File: src/rtl/dino_obstacle_scheduler_if.sv
// Control and draw-list bundle between game control, the obstacle scheduler
// and the video renderer.
//   enable/start/escape/collision : game-level commands into the scheduler
//   state/speed                   : run state (0 IDLE, 1 RUN, 2 HALT) and scroll speed
//   cactus_x/cactus_h             : 4 cactus slots, 10-bit x and 2-bit height (0 = inactive)
//   bird_x/bird_y                 : 4 bird slots, 10-bit x and y (y 0 = inactive)
//   spawn_count                   : obstacles spawned in the current run, saturating
interface dino_obstacle_scheduler_if;
  logic        enable;
  logic        start;
  logic        escape;
  logic        collision;
  logic [1:0]  state;
  logic [3:0]  speed;
  logic [39:0] cactus_x;
  logic [7:0]  cactus_h;
  logic [39:0] bird_x;
  logic [39:0] bird_y;
  logic [15:0] spawn_count;

  // Game control side.
  modport master (
    output enable, start, escape, collision,
    input  state, speed, cactus_x, cactus_h, bird_x, bird_y, spawn_count
  );

  // Scheduler side.
  modport slave (
    input  enable, start, escape, collision,
    output state, speed, cactus_x, cactus_h, bird_x, bird_y, spawn_count
  );
endinterface

File: src/rtl/dino_obstacle_scheduler.sv
// Per-frame obstacle scheduler for the dino game: owns 4 cactus and 4 bird
// slots, spawns obstacles at pseudo-random intervals, scrolls them left at a
// speed that rises over the run, and recycles slots that leave the screen.
// One clock edge is one game frame.
//   clock : frame clock
//   reset : asynchronous, active-low reset
//   bus   : command inputs and registered draw-list outputs (slave modport)
module dino_obstacle_scheduler #(
  parameter int unsigned SPAWN_X        = 800,
  parameter int unsigned OFFSCREEN      = 1023,
  parameter int unsigned MIN_GAP        = 40,
  parameter int unsigned INIT_SPEED     = 4,
  parameter int unsigned MAX_SPEED      = 12,
  parameter int unsigned SPEEDUP_PERIOD = 600,
  parameter int unsigned BIRD_Y_LOW     = 420,
  parameter int unsigned BIRD_Y_HIGH    = 360
) (
  input  logic                        clock,
  input  logic                        reset,
  dino_obstacle_scheduler_if.slave    bus
);

  localparam int unsigned N_SLOTS = 4;
  localparam int unsigned IW      = $clog2(N_SLOTS);
  localparam int unsigned XW      = 10;
  localparam int unsigned HW      = 2;
  localparam int unsigned SPW     = 4;
  localparam int unsigned CNTW    = 16;
  localparam int unsigned LFSRW   = 16;
  // Timer must hold MIN_GAP + a 6-bit random extension.
  localparam int unsigned TW      = $clog2(MIN_GAP + 64);
  localparam int unsigned FW      = $clog2(SPEEDUP_PERIOD + 1);

  localparam logic [XW-1:0]    X_OFF     = XW'(OFFSCREEN);
  localparam logic [XW-1:0]    X_SPAWN   = XW'(SPAWN_X);
  localparam logic [XW-1:0]    Y_LOW     = XW'(BIRD_Y_LOW);
  localparam logic [XW-1:0]    Y_HIGH    = XW'(BIRD_Y_HIGH);
  localparam logic [SPW-1:0]   SPD_INIT  = SPW'(INIT_SPEED);
  localparam logic [SPW-1:0]   SPD_MAX   = SPW'(MAX_SPEED);
  localparam logic [TW-1:0]    TMR_INIT  = TW'(MIN_GAP);
  localparam logic [FW-1:0]    FRM_LAST  = FW'(SPEEDUP_PERIOD - 1);
  localparam logic [LFSRW-1:0] LFSR_SEED = 16'hACE1;
  localparam logic [CNTW-1:0]  CNT_MAX   = '1;

  typedef enum logic [1:0] {
    ST_IDLE = 2'd0,
    ST_RUN  = 2'd1,
    ST_HALT = 2'd2
  } state_e;

  state_e                        state_q, state_d;
  logic [SPW-1:0]                speed_q, speed_d;
  logic [N_SLOTS-1:0][XW-1:0]    cx_q, cx_d;
  logic [N_SLOTS-1:0][HW-1:0]    ch_q, ch_d;
  logic [N_SLOTS-1:0][XW-1:0]    bx_q, bx_d;
  logic [N_SLOTS-1:0][XW-1:0]    by_q, by_d;
  logic [TW-1:0]                 timer_q, timer_d;
  logic [FW-1:0]                 frame_q, frame_d;
  logic [CNTW-1:0]               count_q, count_d;
  logic [LFSRW-1:0]              lfsr_q, lfsr_d;

  logic [IW-1:0] c_idx, b_idx;
  logic          c_any, b_any;
  logic          do_clear, do_step;
  logic          spawn_bird, spawn_cactus;

  // Lowest-index free slot per bank, from start-of-cycle occupancy so a slot
  // retired this frame cannot be reused until the next one.
  always_comb begin
    c_idx = '0;
    b_idx = '0;
    c_any = 1'b0;
    b_any = 1'b0;
    for (int i = N_SLOTS - 1; i >= 0; i--) begin
      if (ch_q[i] == '0) begin
        c_idx = IW'(i);
        c_any = 1'b1;
      end
      if (by_q[i] == '0) begin
        b_idx = IW'(i);
        b_any = 1'b1;
      end
    end
  end

  // Command decode, next state and per-frame datapath update.
  always_comb begin
    state_d      = state_q;
    speed_d      = speed_q;
    cx_d         = cx_q;
    ch_d         = ch_q;
    bx_d         = bx_q;
    by_d         = by_q;
    timer_d      = timer_q;
    frame_d      = frame_q;
    count_d      = count_q;
    lfsr_d       = {lfsr_q[0] ^ lfsr_q[2] ^ lfsr_q[3] ^ lfsr_q[5], lfsr_q[LFSRW-1:1]};
    do_clear     = 1'b0;
    do_step      = 1'b0;
    spawn_bird   = 1'b0;
    spawn_cactus = 1'b0;

    if (bus.enable) begin
      if (bus.escape) begin
        state_d  = ST_IDLE;
        do_clear = 1'b1;
      end else if (bus.collision && (state_q == ST_RUN)) begin
        state_d = ST_HALT;
      end else if (bus.start && (state_q != ST_RUN)) begin
        state_d  = ST_RUN;
        do_clear = 1'b1;
      end else if (state_q == ST_RUN) begin
        do_step = 1'b1;
      end
    end

    if (do_clear) begin
      cx_d    = {N_SLOTS{X_OFF}};
      ch_d    = '0;
      bx_d    = {N_SLOTS{X_OFF}};
      by_d    = '0;
      speed_d = SPD_INIT;
      timer_d = TMR_INIT;
      frame_d = '0;
      count_d = '0;
    end

    if (do_step) begin
      // Scroll active slots; anything that would reach x <= 0 retires instead.
      for (int i = 0; i < N_SLOTS; i++) begin
        if (ch_q[i] != '0) begin
          if (cx_q[i] > XW'(speed_q)) begin
            cx_d[i] = cx_q[i] - XW'(speed_q);
          end else begin
            cx_d[i] = X_OFF;
            ch_d[i] = '0;
          end
        end
        if (by_q[i] != '0) begin
          if (bx_q[i] > XW'(speed_q)) begin
            bx_d[i] = bx_q[i] - XW'(speed_q);
          end else begin
            bx_d[i] = X_OFF;
            by_d[i] = '0;
          end
        end
      end

      // Spawn when the timer has run out; both banks full leaves timer at 0.
      if (timer_q != '0) begin
        timer_d = timer_q - TW'(1);
      end else begin
        spawn_bird   = b_any && (lfsr_q[7] || !c_any);
        spawn_cactus = c_any && !spawn_bird;
        if (spawn_bird) begin
          bx_d[b_idx] = X_SPAWN;
          by_d[b_idx] = lfsr_q[8] ? Y_HIGH : Y_LOW;
        end
        if (spawn_cactus) begin
          cx_d[c_idx] = X_SPAWN;
          ch_d[c_idx] = (lfsr_q[1:0] == 2'd0) ? 2'd1 : lfsr_q[1:0];
        end
        if (spawn_bird || spawn_cactus) begin
          timer_d = TMR_INIT + TW'(lfsr_q[5:0]);
          count_d = (count_q == CNT_MAX) ? count_q : count_q + CNTW'(1);
        end
      end

      // Speed ramp: one increment per full period, capped.
      if (frame_q == FRM_LAST) begin
        frame_d = '0;
        if (speed_q < SPD_MAX) begin
          speed_d = speed_q + SPW'(1);
        end
      end else begin
        frame_d = frame_q + FW'(1);
      end
    end
  end

  // State and datapath registers.
  always_ff @(posedge clock or negedge reset) begin
    if (!reset) begin
      state_q <= ST_IDLE;
      speed_q <= SPD_INIT;
      cx_q    <= {N_SLOTS{X_OFF}};
      ch_q    <= '0;
      bx_q    <= {N_SLOTS{X_OFF}};
      by_q    <= '0;
      timer_q <= TMR_INIT;
      frame_q <= '0;
      count_q <= '0;
      lfsr_q  <= LFSR_SEED;
    end else begin
      state_q <= state_d;
      speed_q <= speed_d;
      cx_q    <= cx_d;
      ch_q    <= ch_d;
      bx_q    <= bx_d;
      by_q    <= by_d;
      timer_q <= timer_d;
      frame_q <= frame_d;
      count_q <= count_d;
      lfsr_q  <= lfsr_d;
    end
  end

  assign bus.state       = state_q;
  assign bus.speed       = speed_q;
  assign bus.cactus_x    = cx_q;
  assign bus.cactus_h    = ch_q;
  assign bus.bird_x      = bx_q;
  assign bus.bird_y      = by_q;
  assign bus.spawn_count = count_q;

endmodule

File: src/flat_wrapper.sv
// flat-port wrapper written by rule: the top's interface ports become plain ports
module dino_obstacle_scheduler_flat 
#(
  parameter int unsigned SPAWN_X        = 800,
  parameter int unsigned OFFSCREEN      = 1023,
  parameter int unsigned MIN_GAP        = 40,
  parameter int unsigned INIT_SPEED     = 4,
  parameter int unsigned MAX_SPEED      = 12,
  parameter int unsigned SPEEDUP_PERIOD = 600,
  parameter int unsigned BIRD_Y_LOW     = 420,
  parameter int unsigned BIRD_Y_HIGH    = 360
)
  (clock, reset, bus_enable, bus_start, bus_escape, bus_collision, bus_state, bus_speed, bus_cactus_x, bus_cactus_h, bus_bird_x, bus_bird_y, bus_spawn_count);
  dino_obstacle_scheduler_if bus_i ();
  input  logic clock;
  input  logic reset;
  input wire logic [$bits(bus_i.enable)-1:0] bus_enable;
  input wire logic [$bits(bus_i.start)-1:0] bus_start;
  input wire logic [$bits(bus_i.escape)-1:0] bus_escape;
  input wire logic [$bits(bus_i.collision)-1:0] bus_collision;
  output wire logic [$bits(bus_i.state)-1:0] bus_state;
  output wire logic [$bits(bus_i.speed)-1:0] bus_speed;
  output wire logic [$bits(bus_i.cactus_x)-1:0] bus_cactus_x;
  output wire logic [$bits(bus_i.cactus_h)-1:0] bus_cactus_h;
  output wire logic [$bits(bus_i.bird_x)-1:0] bus_bird_x;
  output wire logic [$bits(bus_i.bird_y)-1:0] bus_bird_y;
  output wire logic [$bits(bus_i.spawn_count)-1:0] bus_spawn_count;
  assign bus_i.enable = bus_enable;
  assign bus_i.start = bus_start;
  assign bus_i.escape = bus_escape;
  assign bus_i.collision = bus_collision;
  assign bus_state = bus_i.state;
  assign bus_speed = bus_i.speed;
  assign bus_cactus_x = bus_i.cactus_x;
  assign bus_cactus_h = bus_i.cactus_h;
  assign bus_bird_x = bus_i.bird_x;
  assign bus_bird_y = bus_i.bird_y;
  assign bus_spawn_count = bus_i.spawn_count;
  dino_obstacle_scheduler #(.SPAWN_X(SPAWN_X), .OFFSCREEN(OFFSCREEN), .MIN_GAP(MIN_GAP), .INIT_SPEED(INIT_SPEED), .MAX_SPEED(MAX_SPEED), .SPEEDUP_PERIOD(SPEEDUP_PERIOD), .BIRD_Y_LOW(BIRD_Y_LOW), .BIRD_Y_HIGH(BIRD_Y_HIGH)) u_core (.clock(clock), .reset(reset), .bus(bus_i));
endmodule
File: config.mk
export PLATFORM = sky130hd
export DESIGN_NAME = dino_obstacle_scheduler_flat
export DESIGN_NICKNAME = d
export VERILOG_FILES = /design/src/rtl/dino_obstacle_scheduler_if.sv /design/src/rtl/dino_obstacle_scheduler.sv /design/src/flat_wrapper.sv
export SDC_FILE = /design/constraint.sdc
export NUM_CORES = 1
export LEC_CHECK = 0
export ABC_AREA = 1
export ABC_CLOCK_PERIOD_IN_PS = 2690
export BUFFER_PORTS_ARGS = -buffer_cell sky130_fd_sc_hd__buf_4
export CAP_MARGIN = 20
export CELL_PAD_IN_SITES_DETAIL_PLACEMENT = 2
export CELL_PAD_IN_SITES_GLOBAL_PLACEMENT = 2
export CORE_ASPECT_RATIO = 1.5
export CORE_UTILIZATION = 34
export DETAILED_ROUTE_END_ITERATION = 10
export PLACE_DENSITY = 0.87
export SLEW_MARGIN = 20
export SYNTH_ARGS = -nofsm -noshare
export SYNTH_HDL_FRONTEND = slang
export SYNTH_SLANG_ARGS = --single-unit
File: constraint.sdc
create_clock -name clock -period 2.69 [get_ports clock]
set_input_delay 0.1345 -clock clock [delete_from_list [all_inputs] [get_ports clock]]
set_output_delay 0.1345 -clock clock [all_outputs]
set_load 0.05 [all_outputs]
==> impl_metrics.ini, run 1 <==
[logic_synthesis]
synth-seq-area-share_pct = 44.0
synth_top_area_cell = dfstp_2
synth_area_leaders = dfstp_2, dfrtp_1, nand2_1
synthTopCellsByCount = nand2_1, nor2_1, inv_1
synthesis.area_mm2 = 0.0107
synth_edf_count = 0
synth_nets = 1424
synth_top_area_share_pct = 22.4
synth.distinct_cells = 47
netlist_instances = 1373
postSynthAreaPerCell_um2 = 7.77
synthArstFlopShare_pct = 100
ys_warn_count = 0
ys_dominant_reg_cell = dfrtp_1
synth.most_common_cell = nand2_1
synth_seq_cells = 183

[layout]
multi_input_area_mm2 = 0.00528
seq_area_mm2 = 0.00469
nets = 1612
antenna_cells = 0
nFillCells = 3542
final_area_mm2 = 0.0133
layout-drive-gt1-share_pct = 22.2
final_cell_count_no_fill = 1979
area_growth_pct = 24.6

[critical_path]
crit_cells = 15
crit_top_cell = nand2_1
crit_path_max_fanout = 8
worst_path_largest_cell_delay_ns = 0.42
rr_worst_depth = 15
criticalPathCategory = reg -> reg
crit_path_start_kind = register
crit_chain = buf_4 > ha_1 > inv_1 > fa_1 > nand3_1 > nand2_1 > o21ai_0 > nand3_1 > nand2_2 > nor2_4 > nand2_1 > nand2_1 > nand2_1 > nand2_1 > nand2_1
crit_arrival_ns = 2.95
path_buf_inv = 2
slowest_stage = fa_1
end_kind = register
critical-path-top-delay-family = simple AND/OR/NAND/NOR gates
cp.required_ns = 3.09

[route]
wl_um = 42900
first_pass_iters = 4
wl_per_cell_um = 21.7
route.detailed.drc = 0
drt_iter0_drc = 388
vias = 10632
drtAntennaViolNets = 0
viasPerCell = 5.37

[clock_tree]
numCtsBuffers = 17
cts_root_buf = clkbuf_16
htree_levels = 4
worstSkewPairLatency_ns = 0.46
clkTransAtPathRegs_ns = 0.07
clock_path_buffers = 2
tritoncts = done
clock-sinks = 183

[timing]
tightest_slew_ns = 0.726
relSlewSlack_pct = 51.6
period_needed_ns = 2.54
fin_setup_tns_ns = 0
setup_slack_ns = 0.147
hold_viol = 0
clock.fmax_mhz = 393
clock_skew_ns = 0.0123
setup_viol = 0
drv_slew = 0
post-route-period-util_pct = 94.5

[global_route]
grt_overflow = 0
grt_pass1_wl_um = 67100
grt_max_degree = 83
antenna_found_initial = 0
grt_use_total_pct = 27.2
grt_pass1_vias = 12043

[placed_design]
dp_slack_ns = 0.135
gp_congestion = 0.873
port_buffers = 155
placed_cell_area_mm2 = 0.0125
hpwl_um = 30600
dp_cells = 1941

[pwr]
power_density_mw_per_mm2 = 450
power_frac_clock_pct = 47.0
p_int_mw = 4.48
p_comb_share_pct = 6.0
p_leak_nw = 6.14
seq_power_share_pct = 47.1
peakVddDrop_mv = 0.472
switching_share_pct = 25.2
power_switching_mw = 1.51
finalPower_mw = 5.98

[outcome]
outcome = complete, no violations

[die]
die-width_um = 147
start_util_pct = 34.5
rows = 79
die_y_um = 219
pin_count = 156
dieArea_mm2 = 0.0321
fp.coreArea_mm2 = 0.0309

[worst_hold_path]
hold_depth = 3
hold_class = in -> reg

[job]
cap_violations = 0
power by group through the flow:
stage	Combinational [mW]	Clock, mW	Sequential, mW
2_1_floorplan	0.131	0	2.90
3_3_place_gp	0.339	0	2.86
3_5_place_dp	0.353	0	2.86
4_1_cts	0.361	2.85	2.81
5_1_grt	0.385	2.94	2.82
6_report	0.356	2.81	2.81
placed cells by master (no fill, tap or decap), drive strengths merged, types with 2 or more instances in the layout:
| cell | n |
|---|---|
| a21boi | 3 |
| a21oi | 50 |
| a31oi | 2 |
| buf | 190 |
| bufinv | 4 |
| clkbuf | 22 |
| clkinvlp | 7 |
| dfrtp | 92 |
| dfstp | 91 |
| dlygate4sd3 | 2 |
| fa | 8 |
| ha | 37 |
| inv | 172 |
| nand2 | 304 |
| nand3 | 132 |
| nand3b | 2 |
| nand4 | 28 |
| nor2 | 195 |
| nor3 | 28 |
| nor4 | 7 |
| o2111ai | 2 |
| o211ai | 10 |
| o21ai | 88 |
| o221ai | 17 |
| o22ai | 25 |
| o31ai | 2 |
| o32ai | 3 |
| or2 | 4 |
| xnor2 | 10 |
| xor2 | 33 |
cells by family (layout without fill, tap and decap cells):
kind of cell	after synthesis	after routing	share of synthesized area (%)
flops	183	183	44.0
compound gates	204	204	11.1
xor+xnor	43	43	3.53
fa+ha+maj	45	45	5.84
simple gates	702	702	28.4
buf+inv	196	397	7.14
what timing repair did:
item | in CTS | in global routing
endpoints found under the hold margin | 45 | 0
hold buffers | 2 | 0
gates resized for setup | 0 | 17
buffers inserted | 0 | 4
endpoints found under the setup margin | 0 | 41
tightest hold or removal path: cells and delay by family:
kind	cells	cell delay [ns]
AO/OA/AOI/OAI	1	0.10
AND/OR/NAND/NOR	1	0.08
buffers and inverters	1	0.11
cell type report:
cell class | instances | area share [%]
multi-input cells | 994 | 39.7
well taps | 405 | 3.81
clock inverters | 11 | 1.30
inverters | 172 | 4.87
repair buffers | 193 | 11.6
flip-flops and latches | 183 | 35.3
clock buffers | 21 | 3.46
registers in the layout, summed over array words and instances (netlist names), 7 cells and up:
register	flops
u_core.bus.bird_x	40
u_core.bus.bird_y	40
u_core.bus.cactus_h	8
u_core.bus.cactus_x	40
u_core.bus.spawn_count	16
u_core.frame_q	10
u_core.lfsr_q	16
u_core.timer_q	7
metrics by stage:
step	hold slack, ns	util [%]
floorplan	-0.161	-
global placement	0.236	40.5
detailed placement	0.237	40.5
CTS	0.0125	42.6
global route	0.0460	43.0
finish	0.00570	43.0
layer usage:
metal / up-vias / part of all wire [%] / GRT usage [%]
li1: 4914 / - / -
met1: 5391 / 38 / 28.9
met2: 234 / 55 / 51.9
met3: 93 / 3.2 / 3.72
met4: 0 / 3.6 / 13.5
met5: - / 0 / 0
worst paths after layout:
check,slack (ns),start,endpoint
max,0.15,u_core.bus.speed[0]$_DFF_PN0_,u_core.bus.bird_x[18]$_DFF_PN1_
min,0.006,bus_start,u_core.bus.state[0]$_DFFE_PN0P_
max reg2reg,0.15,u_core.bus.speed[0]$_DFF_PN0_,u_core.bus.bird_x[18]$_DFF_PN1_
min reg2reg,0.35,u_core.lfsr_q[14]$_DFF_PN0_,u_core.lfsr_q[13]$_DFF_PN1_
max in group asynchronous,1.56,reset,u_core.bus.cactus_x[39]$_DFF_PN1_
min in group asynchronous,0.28,reset,u_core.bus.speed[3]$_DFF_PN0_
No activity file was read; power rests on OpenSTA's default activity.
==> run 2, diff against run 1 <==
--- a/config.mk
+++ b/config.mk
@@ -14,6 +14,7 @@
 export CORE_ASPECT_RATIO = 1.5
 export CORE_UTILIZATION = 34
 export DETAILED_ROUTE_END_ITERATION = 10
+export MAX_ROUTING_LAYER = met4
 export PLACE_DENSITY = 0.87
 export SLEW_MARGIN = 20
 export SYNTH_ARGS = -nofsm -noshare
==> run 2 against run 1 <==
Effect of this change:
- combinational power about the same
- design area about the same
- wire length about the same
- setup slack worse by 0.0019 ns
- highest routed layer unchanged
==> impl_metrics.ini, run 2 (same netlist as run 1, synthesis figures left out) <==
[outcome]
outcome = complete, no violations

[route]
wl_per_cell_um = 21.6
drtAntennaViolNets = 0
viasPerCell = 5.37
wl_um = 42800
first_pass_iters = 4
route.detailed.drc = 0
drt_iter0_drc = 328
vias = 10632

[die]
dieArea_mm2 = 0.0321
fp.coreArea_mm2 = 0.0309
start_util_pct = 34.5
pin_count = 156
rows = 79
die_y_um = 219
die-width_um = 147

[pwr]
p_int_mw = 4.48
power_switching_mw = 1.50
power_frac_clock_pct = 47.0
finalPower_mw = 5.98
seq_power_share_pct = 47.1
power_density_mw_per_mm2 = 450
peakVddDrop_mv = 0.472
p_comb_share_pct = 5.9
switching_share_pct = 25.1
p_leak_nw = 6.14

[layout]
layout_common_cells = nand2_1, nor2_1, buf_4
area_growth_pct = 24.6
nets = 1612
fin_util_pct = 43.0
mostFrequentLayoutCell = nand2_1
nFillCells = 3540
layout-drive-gt1-share_pct = 22.2
antenna_cells = 0
final_area_mm2 = 0.0133

[critical_path]
end_kind = register
worst_path_largest_cell_delay_ns = 0.58
crit_arrival_ns = 2.93
timing.rr.end = u_core.bus.cactus_x[26]$_DFF_PN1_
crit_start = u_core.bus.speed[2]$_DFF_PN1_
r2r_slack_ns = 0.15
slowest_stage = dfstp_2
crit_path_max_fanout = 8
criticalPathCategory = reg -> reg
endpoint = u_core.bus.cactus_x[26]$_DFF_PN1_
cp.required_ns = 3.08
crit_top_cell = nand2_1
crit_path_start_kind = register
crit_chain = inv_1 > buf_4 > ha_2 > nand3_1 > and3_1 > inv_1 > nand2_1 > nand2_1 > nand2_1 > inv_2 > nand2_1 > a21oi_1 > nor2_1
rr_worst_depth = 13
rr_startpoint = u_core.bus.speed[2]$_DFF_PN1_

[placed_design]
placed_cell_area_mm2 = 0.0125
port_buffers = 155
hpwl_um = 30600
dp_slack_ns = 0.135
gp_congestion = 0.887

[worst_hold_path]
hold_class = in -> reg

[global_route]
grt_use_total_pct = 28.0
antenna_found_initial = 0
grt_pass1_wl_um = 67100
grt_overflow = 0
grt_pass1_vias = 12038
grt_max_degree = 83

[clock_tree]
worstSkewPairLatency_ns = 0.46
cts_root_buf = clkbuf_16
htree_levels = 4
numCtsBuffers = 17
tritoncts = done
clock_path_buffers = 2
clkTransAtPathRegs_ns = 0.07
clock-sinks = 183

[timing]
clock.fmax_mhz = 393
setup_slack_ns = 0.145
hold_viol = 0
relSlewSlack_pct = 51.5
post-route-period-util_pct = 94.6
holdWs_ns = 0.00372
period_needed_ns = 2.54
clock_skew_ns = 0.0125
setup_viol = 0
drv_slew = 0
tightest_slew_ns = 0.727

[job]
cap_violations = 0
-- run 2: cell count changes in the layout (fill, tap and decap cells not counted) --
cell and delta:
nand2_2 -1, nand2_1 +1
-- run 2: per-layer routing --
| layer | vias up | share of wire (%) | wire length [um] | GRT usage, % |
|---|---|---|---|---|
| li1 | 4918 | - | - | - |
| met1 | 5390 | 39 | 16600 | 28.9 |
| met2 | 228 | 55 | 23500 | 52.0 |
| met3 | 96 | 2.7 | 1180 | 3.68 |
| met4 | 0 | 3.6 | 1530 | 13.4 |
| met5 | - | 0 | 0 | - |
-- run 2: repair_timing --
item | CTS | global route
hold endpoints to repair | 45 | 0
setup endpoints to repair | 0 | 41
gates resized for setup | 0 | 16
hold buffers | 2 | 0
buffers inserted | 0 | 4
-- run 2: power by group through the flow --
stage | Sequential, mW | Clock [mW] | Combinational, mW
floorplan | 2.90 | 0 | 0.131
global placement | 2.86 | 0 | 0.339
detailed placement | 2.86 | 0 | 0.353
CTS | 2.81 | 2.85 | 0.361
global route | 2.82 | 2.93 | 0.385
finish | 2.81 | 2.81 | 0.355
-- run 2: critical path: cells and delay by family (launching register included) --
kind / cells / cell delay [ns]
adder cells (fa/ha/maj): 1 / 0.42
buffers and inverters: 4 / 0.54
AND/OR/NAND/NOR: 7 / 0.78
flip-flops: 1 / 0.58
AO/OA/AOI/OAI: 1 / 0.14
-- run 2: worst min path at each step --
stage	start	endpoint	slack (ns)	cells after the start
2_1_floorplan	reset	u_core.bus.bird_y[0]$_DFF_PN0_	-0.16	0
3_3_place_gp	reset	u_core.bus.bird_y[36]$_DFF_PN0_	0.24	1
3_5_place_dp	reset	u_core.bus.bird_y[33]$_DFF_PN0_	0.24	1
4_1_cts	bus_start	u_core.bus.state[0]$_DFFE_PN0P_	0.01	3
5_1_grt	bus_start	u_core.bus.state[0]$_DFFE_PN0P_	0.05	3
6_report	bus_start	u_core.bus.state[0]$_DFFE_PN0P_	0.004	3
-- run 2: per-stage QoR --
step	setup TNS, ns	std cells
final	0	1979
after global routing	-0.0167	1979
after CTS	0	1975
after detailed placement	0	1941
after global placement	0	1941
after floorplan	0	1373
-- run 2: final cells by class --
class	count	area (um^2)	area share, %
clock buffer	21	460	3.46
clock inverter	11	173	1.30
inverter	172	648	4.88
multi-input combinational	994	5270	39.7
sequential	183	4690	35.3
tap	405	507	3.81
timing repair buffer	193	1540	11.6
